### config.mk
export PLATFORM = sky130hd
export DESIGN_NAME = de_stage
export DESIGN_NICKNAME = d
export VERILOG_FILES = /design/src/rtl/de_stage_pkg.sv /design/src/rtl/de_stage_regfile.sv /design/src/rtl/de_stage.sv
export SDC_FILE = /design/constraint.sdc
export NUM_CORES = 2
export LEC_CHECK = 0
export ABC_AREA = 1
export BUFFER_PORTS_ARGS = -buffer_cell sky130_fd_sc_hd__clkbuf_2
export CELL_PAD_IN_SITES_DETAIL_PLACEMENT = 0
export CELL_PAD_IN_SITES_GLOBAL_PLACEMENT = 1
export CORE_MARGIN = 2
export CORE_UTILIZATION = 35
export DETAILED_ROUTE_END_ITERATION = 10
export PLACE_DENSITY = 0.67
export SLEW_MARGIN = 20
export SYNTH_ARGS = -nofsm -noshare
export SYNTH_HDL_FRONTEND = slang
export SYNTH_SLANG_ARGS = --single-unit
### constraint.sdc
create_clock -name clk -period 3.4 [get_ports clk]
set_input_delay 0.17 -clock clk [delete_from_list [all_inputs] [get_ports clk]]
set_output_delay 0.17 -clock clk [all_outputs]
set_load 0.03 [all_outputs]
### src/rtl/de_stage_pkg.sv
// Shared decode-stage definitions: latch widths, layout, op enumeration and RV32I opcodes.
package de_stage_pkg;

    localparam int FE_LATCH_WIDTH   = 129;
    localparam int AGEX_TO_DE_WIDTH = 7;
    localparam int MEM_TO_DE_WIDTH  = 7;
    localparam int WB_TO_DE_WIDTH   = 39;
    localparam int DE_LATCH_WIDTH   = 239;

    typedef enum logic [5:0] {
        OP_ILLEGAL = 6'd0,
        OP_LUI     = 6'd1,  OP_AUIPC = 6'd2,  OP_JAL   = 6'd3,  OP_JALR  = 6'd4,
        OP_BEQ     = 6'd5,  OP_BNE   = 6'd6,  OP_BLT   = 6'd7,  OP_BGE   = 6'd8,
        OP_BLTU    = 6'd9,  OP_BGEU  = 6'd10, OP_LW    = 6'd11, OP_SW    = 6'd12,
        OP_ADDI    = 6'd13, OP_SLTI  = 6'd14, OP_SLTIU = 6'd15, OP_XORI  = 6'd16,
        OP_ORI     = 6'd17, OP_ANDI  = 6'd18, OP_SLLI  = 6'd19, OP_SRLI  = 6'd20,
        OP_SRAI    = 6'd21, OP_ADD   = 6'd22, OP_SUB   = 6'd23, OP_SLL   = 6'd24,
        OP_SLT     = 6'd25, OP_SLTU  = 6'd26, OP_XOR   = 6'd27, OP_SRL   = 6'd28,
        OP_SRA     = 6'd29, OP_OR    = 6'd30, OP_AND   = 6'd31
    } op_e;

    localparam logic [6:0] OPC_LUI    = 7'b0110111;
    localparam logic [6:0] OPC_AUIPC  = 7'b0010111;
    localparam logic [6:0] OPC_JAL    = 7'b1101111;
    localparam logic [6:0] OPC_JALR   = 7'b1100111;
    localparam logic [6:0] OPC_BRANCH = 7'b1100011;
    localparam logic [6:0] OPC_LOAD   = 7'b0000011;
    localparam logic [6:0] OPC_STORE  = 7'b0100011;
    localparam logic [6:0] OPC_OPIMM  = 7'b0010011;
    localparam logic [6:0] OPC_OP     = 7'b0110011;

    // Field order is MSB first; the packed struct fixes every field offset.
    typedef struct packed {
        logic        valid;
        op_e         op;
        logic [31:0] inst;
        logic [31:0] pc;
        logic [31:0] pcplus;
        logic [31:0] rs1_val;
        logic [31:0] rs2_val;
        logic [31:0] imm;
        logic [4:0]  rd;
        logic        wr_reg;
        logic [31:0] inst_count;
    } de_latch_t;

    localparam int DE_FIELDS_WIDTH = $bits(de_latch_t);

    // A {valid, wr_reg, rd} producer that will eventually write register rs.
    function automatic logic producer_hit(input logic [6:0] producer, input logic [4:0] rs);
        return producer[6] && producer[5] && (producer[4:0] == rs);
    endfunction

endpackage

### src/rtl/de_stage_regfile.sv
// Architectural register file: two combinational read ports with same-cycle write bypass.
module regfile
    import de_stage_pkg::*;
#(
    parameter int DBITS    = 32,
    parameter int REGWORDS = 32
) (
    input  logic             clk,
    input  logic             reset,
    input  logic [4:0]       raddr1,
    input  logic [4:0]       raddr2,
    output logic [DBITS-1:0] rdata1,
    output logic [DBITS-1:0] rdata2,
    input  logic             we,
    input  logic [4:0]       waddr,
    input  logic [DBITS-1:0] wdata
);

    logic [DBITS-1:0] regs [REGWORDS];

    always_ff @(posedge clk) begin
        if (reset) begin
            for (int i = 0; i < REGWORDS; i++) begin
                regs[i] <= '0;
            end
        end else if (we && (waddr != 5'd0)) begin
            regs[waddr] <= wdata;
        end
    end

    // x0 always reads zero; a write landing this cycle is forwarded to the reader.
    always_comb begin
        rdata1 = regs[raddr1];
        if (raddr1 == 5'd0) begin
            rdata1 = '0;
        end else if (we && (waddr == raddr1)) begin
            rdata1 = wdata;
        end

        rdata2 = regs[raddr2];
        if (raddr2 == 5'd0) begin
            rdata2 = '0;
        end else if (we && (waddr == raddr2)) begin
            rdata2 = wdata;
        end
    end

endmodule

### src/rtl/de_stage.sv
// Decode stage: RV32I decode, register read, load-use style hazard stall and DE latch.
module de_stage
    import de_stage_pkg::*;
#(
    parameter int DBITS    = 32,
    parameter int INSTBITS = 32,
    parameter int REGWORDS = 32
) (
    input  logic                        clk,
    input  logic                        reset,
    input  logic [FE_LATCH_WIDTH-1:0]   from_FE_latch,
    input  logic [AGEX_TO_DE_WIDTH-1:0] from_AGEX_to_DE,
    input  logic [MEM_TO_DE_WIDTH-1:0]  from_MEM_to_DE,
    input  logic [WB_TO_DE_WIDTH-1:0]   from_WB_to_DE,
    input  logic                        from_AGEX_to_FE_flush,
    output logic                        from_DE_to_FE,
    output logic [DE_LATCH_WIDTH-1:0]   DE_latch_out
);

    logic                fe_valid;
    logic [INSTBITS-1:0] inst;
    logic [DBITS-1:0]    pc;
    logic [DBITS-1:0]    pcplus;
    logic [31:0]         inst_count;

    assign {fe_valid, inst, pc, pcplus, inst_count} = from_FE_latch;

    logic        wb_valid;
    logic        wb_wr_reg;
    logic [4:0]  wb_rd;
    logic [31:0] wb_data;

    assign {wb_valid, wb_wr_reg, wb_rd, wb_data} = from_WB_to_DE;

    logic [6:0] opcode;
    logic [2:0] funct3;
    logic [6:0] funct7;
    logic [4:0] rs1;
    logic [4:0] rs2;
    logic [4:0] rd;

    assign opcode = inst[6:0];
    assign funct3 = inst[14:12];
    assign funct7 = inst[31:25];
    assign rs1    = inst[19:15];
    assign rs2    = inst[24:20];
    assign rd     = inst[11:7];

    logic [31:0] imm_i;
    logic [31:0] imm_s;
    logic [31:0] imm_b;
    logic [31:0] imm_u;
    logic [31:0] imm_j;

    assign imm_i = {{20{inst[31]}}, inst[31:20]};
    assign imm_s = {{20{inst[31]}}, inst[31:25], inst[11:7]};
    assign imm_b = {{19{inst[31]}}, inst[31], inst[7], inst[30:25], inst[11:8], 1'b0};
    assign imm_u = {inst[31:12], 12'b0};
    assign imm_j = {{11{inst[31]}}, inst[31], inst[19:12], inst[20], inst[30:21], 1'b0};

    op_e         op;
    logic [31:0] imm;
    logic        use_rs1;
    logic        use_rs2;
    logic        writes_rd;

    always_comb begin
        op        = OP_ILLEGAL;
        imm       = '0;
        use_rs1   = 1'b0;
        use_rs2   = 1'b0;
        writes_rd = 1'b0;
        case (opcode)
            OPC_LUI:   begin op = OP_LUI;   imm = imm_u; writes_rd = 1'b1; end
            OPC_AUIPC: begin op = OP_AUIPC; imm = imm_u; writes_rd = 1'b1; end
            OPC_JAL:   begin op = OP_JAL;   imm = imm_j; writes_rd = 1'b1; end
            OPC_JALR: begin
                if (funct3 == 3'b000) op = OP_JALR;
                imm = imm_i; use_rs1 = 1'b1; writes_rd = 1'b1;
            end
            OPC_BRANCH: begin
                case (funct3)
                    3'b000:  op = OP_BEQ;
                    3'b001:  op = OP_BNE;
                    3'b100:  op = OP_BLT;
                    3'b101:  op = OP_BGE;
                    3'b110:  op = OP_BLTU;
                    3'b111:  op = OP_BGEU;
                    default: op = OP_ILLEGAL;
                endcase
                imm = imm_b; use_rs1 = 1'b1; use_rs2 = 1'b1;
            end
            OPC_LOAD: begin
                if (funct3 == 3'b010) op = OP_LW;
                imm = imm_i; use_rs1 = 1'b1; writes_rd = 1'b1;
            end
            OPC_STORE: begin
                if (funct3 == 3'b010) op = OP_SW;
                imm = imm_s; use_rs1 = 1'b1; use_rs2 = 1'b1;
            end
            OPC_OPIMM: begin
                case (funct3)
                    3'b000:  op = OP_ADDI;
                    3'b010:  op = OP_SLTI;
                    3'b011:  op = OP_SLTIU;
                    3'b100:  op = OP_XORI;
                    3'b110:  op = OP_ORI;
                    3'b111:  op = OP_ANDI;
                    3'b001:  op = (funct7 == 7'b0000000) ? OP_SLLI : OP_ILLEGAL;
                    default: op = (funct7 == 7'b0000000) ? OP_SRLI :
                                  (funct7 == 7'b0100000) ? OP_SRAI : OP_ILLEGAL;
                endcase
                imm = imm_i; use_rs1 = 1'b1; writes_rd = 1'b1;
            end
            OPC_OP: begin
                case ({funct7, funct3})
                    10'b0000000_000: op = OP_ADD;
                    10'b0100000_000: op = OP_SUB;
                    10'b0000000_001: op = OP_SLL;
                    10'b0000000_010: op = OP_SLT;
                    10'b0000000_011: op = OP_SLTU;
                    10'b0000000_100: op = OP_XOR;
                    10'b0000000_101: op = OP_SRL;
                    10'b0100000_101: op = OP_SRA;
                    10'b0000000_110: op = OP_OR;
                    10'b0000000_111: op = OP_AND;
                    default:         op = OP_ILLEGAL;
                endcase
                use_rs1 = 1'b1; use_rs2 = 1'b1; writes_rd = 1'b1;
            end
            default: op = OP_ILLEGAL;
        endcase
        // Illegal encodings neither read nor write registers, so they can never stall.
        if (op == OP_ILLEGAL) begin
            imm       = '0;
            use_rs1   = 1'b0;
            use_rs2   = 1'b0;
            writes_rd = 1'b0;
        end
    end

    logic [DBITS-1:0] rs1_val;
    logic [DBITS-1:0] rs2_val;

    regfile #(
        .DBITS    (DBITS),
        .REGWORDS (REGWORDS)
    ) u_regfile (
        .clk    (clk),
        .reset  (reset),
        .raddr1 (rs1),
        .raddr2 (rs2),
        .rdata1 (rs1_val),
        .rdata2 (rs2_val),
        .we     (wb_valid && wb_wr_reg),
        .waddr  (wb_rd),
        .wdata  (wb_data)
    );

    // WB producers are covered by the regfile bypass, so only AGEX and MEM can stall.
    logic raw_stall;

    always_comb begin
        raw_stall = fe_valid &&
            ((use_rs1 && (rs1 != 5'd0) &&
              (producer_hit(from_AGEX_to_DE, rs1) || producer_hit(from_MEM_to_DE, rs1))) ||
             (use_rs2 && (rs2 != 5'd0) &&
              (producer_hit(from_AGEX_to_DE, rs2) || producer_hit(from_MEM_to_DE, rs2))));
    end

    assign from_DE_to_FE = raw_stall && !from_AGEX_to_FE_flush && !reset;

    de_latch_t decoded;

    always_comb begin
        decoded            = '0;
        decoded.valid      = fe_valid;
        decoded.op         = op;
        decoded.inst       = inst;
        decoded.pc         = pc;
        decoded.pcplus     = pcplus;
        decoded.rs1_val    = rs1_val;
        decoded.rs2_val    = rs2_val;
        decoded.imm        = imm;
        decoded.rd         = rd;
        decoded.wr_reg     = writes_rd && (rd != 5'd0);
        decoded.inst_count = inst_count;
    end

    // Flush and stall both insert a bubble; a stalled instruction re-decodes once FE holds it.
    always_ff @(posedge clk) begin
        if (reset || from_AGEX_to_FE_flush || raw_stall) begin
            DE_latch_out <= '0;
        end else begin
            DE_latch_out <= {{(DE_LATCH_WIDTH - DE_FIELDS_WIDTH){1'b0}}, decoded};
        end
    end

endmodule

==> run_results.csv <==
group,metric,value,unit
status,status,"completed",
logic_synthesis,synth_cell_type_count,37,
routing,vias,57242,
routing,dr.pass1.iters,8,
routing,viasPerCell,5.69,
run,drv_cap,0,
routing,ant_nets,0,
cts,cts_inserted_buffers,145,
floorplanning,die_h,428,um
setup_path,cpMostUsedCell,"nand2_1",
timing,hold_violations,0,
finish,nFillCells,17379,
floorplanning,io_pins,425,
hold_path,hold_path_depth,3,
finish,area.growth.synth_to_final,19.3,%
timing,finalSetupTns,0,ns
routing,drc,0,
finish,final_common_cell,"nor2_1",
logic_synthesis,synthArstFlopShare,0,%
setup_path,worstPathArrival,2.88,ns
logic_synthesis,ys_ff_latch,1255,
cts,cts_tree,"built",
placed_design,gp_congestion,0.881,
logic_synthesis,synth_warnings,0,
cts,cts.htree.levels,4,
logic_synthesis,synthesis.area,0.0630,mm^2
global_routing,grt_first_pass_wirelength,384,mm
setup_path,cp.required,3.23,ns
timing,fmax,0.328,GHz
setup_path,reg2regPathDepth,8,
cts,cts_sinks,1255,
finish,final_cell_mix,"nor2_1 (1380), edfxtp_1 (1024), o21ai_0 (752)",
setup_path,r2r_setup_slack,1.41,ns
routing,wl_per_cell,26.8,um
logic_synthesis,yosys.area_share.xor_xnor,0.125,%
logic_synthesis,synth_edf_count,1024,
setup_path,crit_start,"from_FE_latch[97]",
setup_path,endpoint_kind,"output port",
setup_path,rr_endpoint,"DE_latch_out[106]",
placed_design,hpwlAfterDp,165,mm
cts,clock_latency,0.81,ns
timing,worst_pin_slew,1.11,ns
timing,worst_clock_skew,0.0397,ns
global_routing,grt_pass1_vias,54262,
logic_synthesis,avgSynthCellArea,8.73,um^2
floorplanning,rows,155,
routing,drt_iter0_drc,6987,
timing,hold_ws,0.0679,ns
setup_path,path_class,"input pin to output port",
setup_path,slowest_delay,0.53,ns
logic_synthesis,synth-simple-area-share,18.2,%
setup_path,path_cells,"dlygate4sd3_1, clkbuf_2, nand2_1, nor2_1, nand2_1, nor2_1, nand3_1, nand2_1, nor2_2, nand2_1, nor2_2, nand3_2, nand2_4, nor3_1, clkbuf_2",
floorplanning,core-area,0.179,mm^2
floorplanning,start_util,35.3,%
power_and_ir_drop,p_leak,30.1,nW
floorplanning,fp.dieW,428,um
global_routing,antenna_found_initial,6,
setup_path,critPathMaxFanout,10,
global_routing,grtUsageTotal,28.6,%
power_and_ir_drop,power_density,516,mW/mm^2
timing,fin_crit,3.05,ns
global_routing,grt_max_degree,149,
cts,cts_resized,0,
timing,setup_viol,0,
cts,clk_path_buf_depth,3,
floorplanning,dieArea,0.184,mm^2
logic_synthesis,synth-seq-area-share,56.1,%
setup_path,critPathSlowestCell,"dlygate4sd3_1",
logic_synthesis,synth-adder-area-share,0,%
global_routing,overflow,0,
setup_path,critical_path.endpoint,"from_DE_to_FE",
power_and_ir_drop,ir_drop,0.565,mV
timing,rsz0062_at_grt,"false",
routing,routed_wl,270,mm
timing,slew-limit-headroom,25.6,%
hold_path,hp-class,"input pin to flop",
finish,drive_gt1_share,14.9,%
placed_design,portBuffers,421,
logic_synthesis,synth.mux.area_fraction,0,%
logic_synthesis,synth_compound_area_share,17.1,%
finish,nets,7771,
logic_synthesis,synth_cells,7224,
cts,clkTransAtPathRegs,0.06,ns
setup_path,rr_startpoint,"u_regfile.regs[23][4]",
setup_path,critPathLaunchType,"input pin",
timing,post-route-period-util,89.8,%
timing,slew_viol_final,0,
cts,clockRootBuffer,"clkbuf_16",
logic_synthesis,synthFlopType,"edfxtp_1",
logic_synthesis,synth_top_family_by_area,"simple AND/OR/NAND/NOR gates",
[kinds of logic (layout without fill, tap and decap cells)]
family / count (synthesis) / after routing
other: 1 / 40
xor gates and xnor gates: 9 / 9
AOI/OAI and AO/OA: 1878 / 1878
buffers and inverters: 1341 / 1787
and+or+nand+nor: 2740 / 2740
DFF: 1255 / 1255
[how the worst min path moves through the flow]
stage / from / to / slack [ns]
final: from_WB_to_DE[21] / u_regfile.regs[29][21] / 0.07
after CTS: from_FE_latch[114] / DE_latch_out[216] / 0.03
after global placement: from_FE_latch[4] / DE_latch_out[4] / 0.37
after detailed placement: from_FE_latch[2] / DE_latch_out[2] / 0.37
after floorplan: from_FE_latch[0] / DE_latch_out[0] / 0.28
after global routing: from_WB_to_DE[25] / u_regfile.regs[3][25] / 0.05
[worst max-delay path: cells and delay by family]
kind | cells | cell delay [ns]
buffers and inverters | 3 | 0.91
AND/OR/NAND/NOR | 12 | 1.81
[layer usage]
| metal | routed length (um) | GRT usage [%] | share of wire [%] |
|---|---|---|---|
| met2 | 123000 | 45.7 | 45 |
| met5 | 20 | 0 | 0.0074 |
| met4 | 18700 | 18.1 | 6.9 |
| met1 | 104000 | 36.3 | 39 |
| met3 | 24400 | 4.39 | 9.0 |
[flip-flops by register name, summed over array words and instances (netlist names)]
signal          count
DE_latch_out      231
u_regfile.regs   1024
[per-stage QoR]
stage               setup slack (ns)  power [mW]  area, um^2  instances  utilization (%)
floorplan                      0.866        20.6       63200       7258                -
detailed placement             0.687        22.8       68800       9650             38.5
CTS                            0.406        38.9       75200      10059             42.0
global route                   0.192        40.0       75200      10062             42.0
finish                         0.348        38.8       75200      10064             42.0
global placement               0.655        22.7       68800       9650             38.5
[area by class of cell]
class | instances | area [um^2] | area share [%]
flip-flops and latches | 1255 | 35400 | 47.0
clock inverters | 57 | 528 | 0.702
diodes | 5 | 12.5 | 0.0166
multi-input cells | 4662 | 22700 | 30.1
repair buffers | 868 | 6820 | 9.07
inverters | 654 | 2470 | 3.29
clock buffers | 208 | 4370 | 5.81
well taps | 2355 | 2950 | 3.92
[what timing repair did]
item | 4_1_cts | 5_1_grt
hold buffers | 144 | 0
buffers inserted | 0 | 0
hold endpoints to repair | 243 | 0
[cell usage after synthesis, types with 12 or more instances]
cell type | count | share of area (%)
o21ai_0 | 752 | 6.0
nor2_1 | 1380 | 8.2
nor2_2 | 105 | 1.0
nor3_1 | 16 | 0.13
o22ai_1 | 22 | 0.22
a211oi_1 | 15 | 0.18
o211ai_1 | 433 | 5.2
a21oi_1 | 553 | 4.4
dfxtp_1 | 231 | 7.3
buf_1 | 83 | 0.49
inv_1 | 641 | 3.8
o221ai_1 | 42 | 0.58
nand2_1 | 543 | 3.2
buf_2 | 110 | 0.87
clkbuf_1 | 469 | 2.8
buf_6 | 13 | 0.23
edfxtp_1 | 1024 | 49
buf_4 | 12 | 0.14
a31oi_1 | 53 | 0.53
nand3_1 | 677 | 5.4
inv_2 | 12 | 0.071
[power by group]
| part | switching (mW) | leakage, nW | internal (mW) | total [mW] |
|---|---|---|---|---|
| logic | 3.55 | 16.0 | 1.42 | 4.97 |
| registers | 0.338 | 11.6 | 17.4 | 17.7 |
| clock network | 6.69 | 2.42 | 9.43 | 16.1 |
| total | 10.6 | 30.1 | 28.2 | 38.8 |
(Power assumes the default switching activity.)
